<file path="src/rtl/instruction_fetch_unit.sv">
// Instruction fetch stage: owns the PC, fetches over a req/ack handshake and feeds IF/ID.
// Optional performance counters are enabled with `define IFU_PERF_COUNTERS_EN.
module instruction_fetch_unit #(
    parameter logic [31:0] RESET_PC = 32'h0040_0000
) (
    input  logic        clk,
    input  logic        reset,
    input  logic        stall,
    input  logic        redirect_valid,
    input  logic [31:0] redirect_pc,
    output logic        imem_req,
    output logic [31:0] imem_addr,
    input  logic        imem_ack,
    input  logic [31:0] imem_rdata,
    output logic [31:0] instruction_out,
    output logic [31:0] pc_plus_4_out,
    output logic        valid_out
`ifdef IFU_PERF_COUNTERS_EN
    ,
    output logic [31:0] fetch_count_out,
    output logic [31:0] stall_count_out
`endif
);

    typedef enum logic [1:0] {IDLE, RUN, DROP} state_t;

    state_t      state_reg, state_next;
    logic [31:0] pc_reg, pc_next;
    logic [31:0] req_addr_reg, req_addr_next;
    logic        out_valid_reg, out_valid_next;
    logic [31:0] out_instr_reg, out_instr_next;
    logic [31:0] out_pc4_reg, out_pc4_next;
    logic        skid_valid_reg, skid_valid_next;
    logic [31:0] skid_instr_reg, skid_instr_next;
    logic [31:0] skid_pc4_reg, skid_pc4_next;

    logic ack_fire;
    logic consume;

    // A full skid suppresses new requests, so an accepted ack always has somewhere to land.
    assign imem_req  = (state_reg == DROP) || ((state_reg == RUN) && !skid_valid_reg);
    assign imem_addr = (state_reg == DROP) ? req_addr_reg : pc_reg;
    assign ack_fire  = imem_ack && imem_req;
    assign consume   = out_valid_reg && !stall;

    assign valid_out       = out_valid_reg;
    assign instruction_out = out_valid_reg ? out_instr_reg : 32'h0;
    assign pc_plus_4_out   = out_pc4_reg;

    always_ff @(posedge clk) begin
        if (reset) begin
            state_reg      <= IDLE;
            pc_reg         <= RESET_PC;
            req_addr_reg   <= RESET_PC;
            out_valid_reg  <= 1'b0;
            out_instr_reg  <= 32'h0;
            out_pc4_reg    <= 32'h0;
            skid_valid_reg <= 1'b0;
            skid_instr_reg <= 32'h0;
            skid_pc4_reg   <= 32'h0;
        end else begin
            state_reg      <= state_next;
            pc_reg         <= pc_next;
            req_addr_reg   <= req_addr_next;
            out_valid_reg  <= out_valid_next;
            out_instr_reg  <= out_instr_next;
            out_pc4_reg    <= out_pc4_next;
            skid_valid_reg <= skid_valid_next;
            skid_instr_reg <= skid_instr_next;
            skid_pc4_reg   <= skid_pc4_next;
        end
    end

    always_comb begin
        state_next      = state_reg;
        pc_next         = pc_reg;
        req_addr_next   = req_addr_reg;
        out_valid_next  = out_valid_reg;
        out_instr_next  = out_instr_reg;
        out_pc4_next    = out_pc4_reg;
        skid_valid_next = skid_valid_reg;
        skid_instr_next = skid_instr_reg;
        skid_pc4_next   = skid_pc4_reg;

        if (redirect_valid) begin
            pc_next         = redirect_pc & ~32'h3;
            out_valid_next  = 1'b0;
            skid_valid_next = 1'b0;
            // An unanswered request must be held until its ack, then thrown away.
            if ((state_reg == RUN) && imem_req && !imem_ack) begin
                req_addr_next = imem_addr;
                state_next    = DROP;
            end else if ((state_reg == DROP) && ack_fire) begin
                state_next = RUN;
            end else if (state_reg == IDLE) begin
                state_next = RUN;
            end
        end else begin
            case (state_reg)
                IDLE: state_next = RUN;
                DROP: begin
                    if (ack_fire) begin
                        state_next = RUN;
                    end
                end
                default: begin
                    if (consume) begin
                        if (skid_valid_reg) begin
                            out_instr_next  = skid_instr_reg;
                            out_pc4_next    = skid_pc4_reg;
                            skid_valid_next = 1'b0;
                        end else begin
                            out_valid_next = 1'b0;
                        end
                    end
                    if (ack_fire) begin
                        pc_next = pc_reg + 32'd4;
                        if (!out_valid_reg || consume) begin
                            out_valid_next = 1'b1;
                            out_instr_next = imem_rdata;
                            out_pc4_next   = pc_reg + 32'd4;
                        end else begin
                            skid_valid_next = 1'b1;
                            skid_instr_next = imem_rdata;
                            skid_pc4_next   = pc_reg + 32'd4;
                        end
                    end
                end
            endcase
        end
    end

`ifdef IFU_PERF_COUNTERS_EN
    logic [31:0] fetch_count_reg;
    logic [31:0] stall_count_reg;

    always_ff @(posedge clk) begin
        if (reset) begin
            fetch_count_reg <= 32'h0;
            stall_count_reg <= 32'h0;
        end else begin
            if (!redirect_valid && (state_reg == RUN) && ack_fire) begin
                fetch_count_reg <= fetch_count_reg + 32'd1;
            end
            if (out_valid_reg && stall) begin
                stall_count_reg <= stall_count_reg + 32'd1;
            end
        end
    end

    assign fetch_count_out = fetch_count_reg;
    assign stall_count_out = stall_count_reg;
`endif

endmodule

</file>
<file path="config.mk">
export PLATFORM = sky130hd
export DESIGN_NAME = instruction_fetch_unit
export DESIGN_NICKNAME = d
export VERILOG_FILES = /design/src/rtl/instruction_fetch_unit.sv
export SDC_FILE = /design/constraint.sdc
export NUM_CORES = 1
export LEC_CHECK = 0
export CAP_MARGIN = 10
export CORE_MARGIN = 4
export CORE_UTILIZATION = 55
export CTS_BUF_LIST = sky130_fd_sc_hd__clkbuf_4 sky130_fd_sc_hd__clkbuf_8
export DETAILED_ROUTE_END_ITERATION = 16
export GPL_ROUTABILITY_DRIVEN = 0
export GPL_TIMING_DRIVEN = 0
export PLACE_DENSITY = 0.83
export SYNTH_ARGS = -nofsm -noshare
export SYNTH_HDL_FRONTEND = slang
export SYNTH_SLANG_ARGS = --single-unit
export TNS_END_PERCENT = 100
</file>
<file path="constraint.sdc">
create_clock -name clk -period 3.1 [get_ports clk]
set_input_delay 0.62 -clock clk [delete_from_list [all_inputs] [get_ports clk]]
set_output_delay 0.62 -clock clk [all_outputs]
set_load 0.02 [all_outputs]
</file>
==> out/qor.csv, run 1 <==
stage,metric,value,unit
power_and_ir_drop,p_leak,3.74,nW
drt,drc,0,
drt,drt_iter0_drc,632,
timing,rsz0062_at_grt,false,
layout,most-common-layout-cells,"191 x dfxtp_1, 173 x nand2_1, 163 x clkdlybuf4s50_1",
timing,max_slew_margin,0.409,
global_routing,grt_usage,0.280,
power_and_ir_drop,vdd_ir_drop_max,0.231,mV
layout,area_growth,25.6,%
die,placementRows,46,
timing,finalCriticalPeriod,3000,ps
synth,ys_seq_area_frac,0.425,
die,dieHeight,136,um
drt,viasPerCell,5.73,
die,dieWidth,136,um
critical_path,end_kind,output pin,
layout,diodes,0,
timing,drv_slew,0,
die,start_util,0.565,
clock_network,clock-sinks,192,
synth,yosysTopAreaCell,dfxtp_1,
synth,syn_area,9040,um2
placed_design,dpl_worst_slack,-331,ps
run_status,outcome,"finished, final reports clean",
clock_network,cts-root-buf,clkbuf_8,
die,ios,167,
drt,vias,8422,
layout,final_common_cell,dfxtp_1,
synth,synth-edff-count,0,
global_routing,grt_pass1_wl,41.5,mm
timing,setup-violations-final,0,
synth,yosysWarnings,0,
critical_path,cp-start-kind,flip-flop,
critical_path,cp_max_fo,10,
clock_network,cts_buffers,17,
drt,ant_nets,0,
synth,synth.area.top_cells,"dfxtp_1 43%, nand2_1 7.2%, nor2_1 5.9%, a311oi_2 5.3%, mux2i_1 3.8%",
layout,final_net_count,1313,
clock_network,cts_tree,yes,
synth,synthCells,1060,
synth,synth_top_area_frac,0.425,
placed_design,hpwl,19.2,mm
timing,timing.hold.ws,450,ps
synth,yosysUniqueCellTypes,62,
critical_path,crit_type,reg -> out,
die,core,16000,um2
drt,drt-total-wl,25.9,mm
synth,async_reset_ff_frac,0,
timing,min_period_over_period,0.968,
placed_design,io_buffers,163,
timing,fin_skew,11.0,ps
clock_network,htreeDepth,4,
global_routing,overflow,0,
clock_network,cts.path.max_buffers,2,
die,design.die.area,18500,um2
critical_path,crit_arrival,2380,ps
global_routing,grt_max_degree,17,
critical_path,critPathRequiredTime,2480,ps
drt,dr.pass1.iters,5,
timing,hold_violations,0,
clock_network,cts.clk_slew.worst_paths,90,ps
global_routing,antenna_found_initial,0,
drt,wl_per_cell,17.6,um
global_routing,grt_pass1_vias,8125,
clock_network,clk_latency,480,ps
hold_path,min_path_type,reg -> reg,
timing,tightest_slew,886,ps
synth,synthesis.nets,1130,
timing,final.setup.tns,0,ps
power_and_ir_drop,power_density,431,nW/um2
layout,final_layout_size_suffix_gt1_frac,0.104,
placed_design,placed_cells,1439,
layout,layout.cells.non_filler,1471,
synth,ys_ff_latch,192,
timing,timing.fmax,333,MHz
synth,synth_ff_type,dfxtp_1,
layout,fin_util,0.709,
clock_network,post_cts_buffers,0,
job,cap_viol_max_count,0,
synth,syn_area_per_cell,8.53,um2
timing,setup_ws,98.9,ps
==> metal layers <==
metal / vias to the layer above / part of all wire / wire length [um] / global-route usage
met4: 0 / 0.031 / 799 / 0.111
met2: 390 / 0.47 / 12200 / 0.461
met5: - / 0 / 0 / 0
li1: 4040 / - / - / -
met1: 3932 / 0.42 / 11000 / 0.368
met3: 60 / 0.076 / 1970 / 0.0470
==> final cells by class <==
type / instances / area [um2]
clock buffer: 21 / 277
inverter: 6 / 22.5
fill: 1318 / 4650
tap: 216 / 270
timing repair buffer: 164 / 1640
sequential: 192 / 3840
clock inverter: 10 / 110
multi-input combinational: 767 / 4740
buffer: 95 / 445
==> kinds of logic after synthesis <==
group | synth area share
buffers and inverters | 0.0500
muxes | 0.0750
adders and majority gates | 0.00138
xor gates and xnor gates | 0.0504
and+or+nand+nor | 0.226
AOI/OAI and AO/OA | 0.172
DFF | 0.425
==> metrics by stage <==
step | power (W) | cell area [um2]
CTS | 0.00490 | 11300
global route | 0.00506 | 11300
global placement | 0.00329 | 10900
finish | 0.00490 | 11300
detailed placement | 0.00330 | 10900
floorplan | 0.00301 | 9040
==> where the power goes <==
part | internal (W) | switching (W)
clock | 0.000771 | 0.000872
combinational | 0.000294 | 0.000382
sequential | 0.00252 | 0.0000535
==> critical path, stage by stage, from the launching register on <==
cell and delay, ps:
dfxtp_2 420, nand2b_1 120, clkbuf_4 210, buf_4 220
mux2_2 380, clkdlybuf4s50_1 540
==> final timing paths <==
kind / slack (ps) / end / startpoint / depth (start not counted)
hold reg to reg: 450 / req_addr_reg[0] / req_addr_reg[0] / 2
setup reg to reg: 420 / pc_reg[22] / pc_reg[2] / 7
setup / recovery: 100 / imem_addr[17] / state_reg[0] / 5
hold / removal: 450 / req_addr_reg[0] / req_addr_reg[0] / 2
==> Yosys cell counts (22+ instances only) <==
cell      instances
xor2_1           22
a311oi_2         32
clkbuf_1         66
a211oi_1         37
nor3_1           27
nor2_1          143
dfxtp_1         192
and2_1           36
mux2_2           30
nand2_1         173
mux2i_1          34
xnor2_1          30
a21oi_1          59
==> timing repair <==
action	in CTS	in global routing
hold buffers	0	0
hold endpoints to repair	0	0
resized for setup	6	7
endpoints found under the setup margin	49	36
Note: power is estimated with default switching activity, not from simulation.
==> run 2: changes to the inputs <==
--- a/config.mk
+++ b/config.mk
@@ -5,6 +5,8 @@
 export SDC_FILE = /design/constraint.sdc
 export NUM_CORES = 1
 export LEC_CHECK = 0
+export ABC_AREA = 1
+export ABC_CLOCK_PERIOD_IN_PS = 3100
 export CAP_MARGIN = 10
 export CORE_MARGIN = 4
 export CORE_UTILIZATION = 55
==> run 2 against run 1 <==
Compared with the run above:
- largest cell class unchanged
- die area rose by 2.5%
- first-iteration DRC count rose by 53%
- synthesized cell count is 36% higher
- hold slack gained 3.3 ps
- via count rose by 15%
==> out/qor.csv, run 2 <==
stage,metric,value,unit,change
placed_design,place_area,11200,um2,+2.2%
timing,timing.hold.ws,453,ps,+3.31 ps
synth,syn_area_per_cell,6.43,um2,-25%
drt,viasPerCell,5.22,,-8.9%
global_routing,grt_max_degree,18,,+1
critical_path,cp-start-kind,flip-flop,,
die,ios,167,,unchanged
power_and_ir_drop,p_leak,4.89,nW,+31%
critical_path,crit_type,reg -> out,,
critical_path,critPathRequiredTime,2480,ps,about the same
timing,fin_skew,9.61,ps,-1.37 ps
timing,drv_slew,0,,unchanged
critical_path,r2r_cells,9,,+2
critical_path,worstPathBufferInverterCount,3,,unchanged
clock_network,cts-root-buf,clkbuf_8,,
power_and_ir_drop,power,0.00539,W,+10%
timing,tightest_slew,626,ps,-260 ps
power_and_ir_drop,vdd_ir_drop_max,0.313,mV,+35%
clock_network,cts_buffers,17,,unchanged
timing,final.setup.tns,0,ps,unchanged
hold_path,min_path_type,reg -> reg,,
drt,drc,0,,unchanged
global_routing,overflow,0,,unchanged
synth,synth_most_common_cell,nand2_1,,
synth,yosysUniqueCellTypes,36,,-42%
critical_path,startpoint,state_reg[0],,
timing,hold_violations,0,,unchanged
critical_path,crit_family,buffers and inverters,,
synth,synthesis.nets,1513,,+34%
drt,ant_nets,0,,unchanged
synth,synth_top_area_frac,0.414,,-0.0109
layout,final_common_cell,nand2_1,,
timing,setup_ws,101,ps,+2.34 ps
die,core,16600,um2,+3.6%
critical_path,cp-endpoint,imem_addr[10],,
die,design.die.area,19000,um2,+2.5%
critical_path,reg2reg_slack,800,ps,+380 ps
placed_design,dpl_worst_slack,198,ps,+529 ps
layout,most-common-layout-cells,"386 x nand2_1, 244 x nor2_1, 192 x dfxtp_1",,
job,cap_viol_max_count,0,,unchanged
synth,synth.area.top_cells,"dfxtp_1 41%, nand2_1 16%, nor2_1 9.9%, o21ai_0 7.2%, a21oi_1 5.8%",,
global_routing,grt_usage,0.288,,+0.00742
power_and_ir_drop,power_density,462,nW/um2,+7.0%
synth,async_reset_ff_frac,0,,unchanged
timing,min_period_over_period,0.967,,about the same
die,start_util,0.559,,-0.00552
clock_network,cts_tree,yes,,
synth,ys_seq_area_frac,0.414,,-0.0109
synth,netlist_top_cells_count,"386 x nand2_1, 244 x nor2_1, 192 x dfxtp_1",,
run_status,outcome,"finished, final reports clean",,
timing,max_slew_margin,0.582,,+0.173
drt,drt_iter0_drc,970,,+53%
layout,final_area,11700,um2,+2.9%
critical_path,end_kind,output pin,,
layout,diodes,0,,unchanged
critical_path,r2r_start,pc_reg[2],,
clock_network,cts.clk_slew.worst_paths,100,ps,about the same
clock_network,clock-sinks,192,,unchanged
synth,yosysTopAreaCell,dfxtp_1,,
die,dieHeight,138,um,+1.2%
global_routing,grt_pass1_wl,43.3,mm,+4.4%
clock_network,htreeDepth,4,,unchanged
hold_path,hold_depth,2,,unchanged
drt,vias,9690,,+15%
clock_network,clk_latency,480,ps,about the same
clock_network,cts.path.max_buffers,2,,unchanged
layout,area_growth,25.9,%,
critical_path,reg2reg_to,pc_plus_4_out[12],,
synth,synthCells,1443,,+36%
critical_path,critPathMaxStageDelay,680,ps,+140 ps
timing,setup-violations-final,0,,unchanged
critical_path,crit_arrival,2380,ps,about the same
synth,synth-edff-count,0,,unchanged
die,placementRows,47,,+2.2%
placed_design,hpwl,20.7,mm,+8.2%
synth,syn_area,9280,um2,+2.6%
global_routing,grt_pass1_vias,8758,,+7.8%
placed_design,io_buffers,163,,unchanged
critical_path,cp_slowest_cell,clkdlybuf4s50_1,,
layout,final_net_count,1695,,+29%
synth,ys_ff_latch,192,,unchanged
layout,fillers,1484,,+13%
critical_path,path_cells,inv_2 > nand2_4 > clkbuf_1 > o21ai_0 > clkdlybuf4s50_1,,
critical_path,cp_num_cells,5,,unchanged
timing,rsz0062_at_grt,false,,
drt,dr.pass1.iters,8,,+3
drt,drt-total-wl,27.5,mm,+6.0%
global_routing,antenna_found_initial,0,,unchanged
timing,timing.fmax,333,MHz,about the same
drt,wl_per_cell,14.8,um,-16%
die,dieWidth,138,um,+1.2%
timing,finalCriticalPeriod,3000,ps,-2.34 ps
critical_path,cp_max_fo,10,,unchanged
layout,final_layout_size_suffix_gt1_frac,0.0549,,-0.0494
synth,synth_ff_type,dfxtp_1,,
synth,yosysWarnings,0,,unchanged
## run 2: timing repair
item / CTS / global route
resized for setup: 1 / 1
hold buffers: 0 / 0
endpoints found under the setup margin: 2 / 1
buffers inserted: 0 / 0
gates cloned: 0 / 0
endpoints found under the hold margin: 0 / 0
## run 2: worst register-to-register path: cells and delay by family (launching register included)
kind                     cells  cell delay (ps)
XOR/XNOR                     1              520
adder cells (fa/ha/maj)      1              350
flip-flops                   1              490
AND/OR/NAND/NOR              7              890
## run 2: layer usage
layer  up-vias  track usage  share of wire
met5         -            0              0
met3        88       0.0443          0.082
met4         0        0.122          0.041
li1       4896            -              -
met2       424        0.488           0.46
met1      4282        0.365           0.41
## run 2: final cells by class
cell class	count	area [um2]	area share
timing repair buffer	163	1630	0.140
tap	220	275	0.0236
sequential	192	3840	0.329
clock inverter	15	254	0.0218
multi-input combinational	1014	4430	0.379
inverter	149	561	0.0480
buffer	88	444	0.0380
clock buffer	17	234	0.0200
## run 2: worst min-delay path by stage
| stage | end | slack (ps) | start |
|---|---|---|---|
| floorplan | req_addr_reg[10] | 420 | req_addr_reg[10] |
| global placement | pc_plus_4_out[0] | 430 | pc_plus_4_out[0] |
| detailed placement | req_addr_reg[17] | 440 | req_addr_reg[17] |
| CTS | req_addr_reg[17] | 450 | req_addr_reg[17] |
| global route | req_addr_reg[26] | 470 | req_addr_reg[26] |
| finish | req_addr_reg[31] | 450 | req_addr_reg[31] |
## run 2: kinds of logic after synthesis
| kind of cell | share of synthesized area |
|---|---|
| simple gates | 0.284 |
| xor+xnor | 0.0132 |
| flops | 0.414 |
| buf+inv | 0.108 |
| fa+ha+maj | 0.00135 |
| compound gates | 0.179 |
## run 2: where the power goes
group          total [W]  internal, W  switching, W
clock network    0.00199      0.00105      0.000936
registers        0.00261      0.00254     0.0000671
logic           0.000793     0.000311      0.000482
total            0.00539      0.00391       0.00149
## run 2: through the flow
| step | instances | util |
|---|---|---|
| floorplan | 1443 | - |
| finish | 1858 | 0.704 |
| CTS | 1858 | 0.704 |
| global route | 1858 | 0.704 |
| detailed placement | 1826 | 0.674 |
| global placement | 1826 | 0.674 |
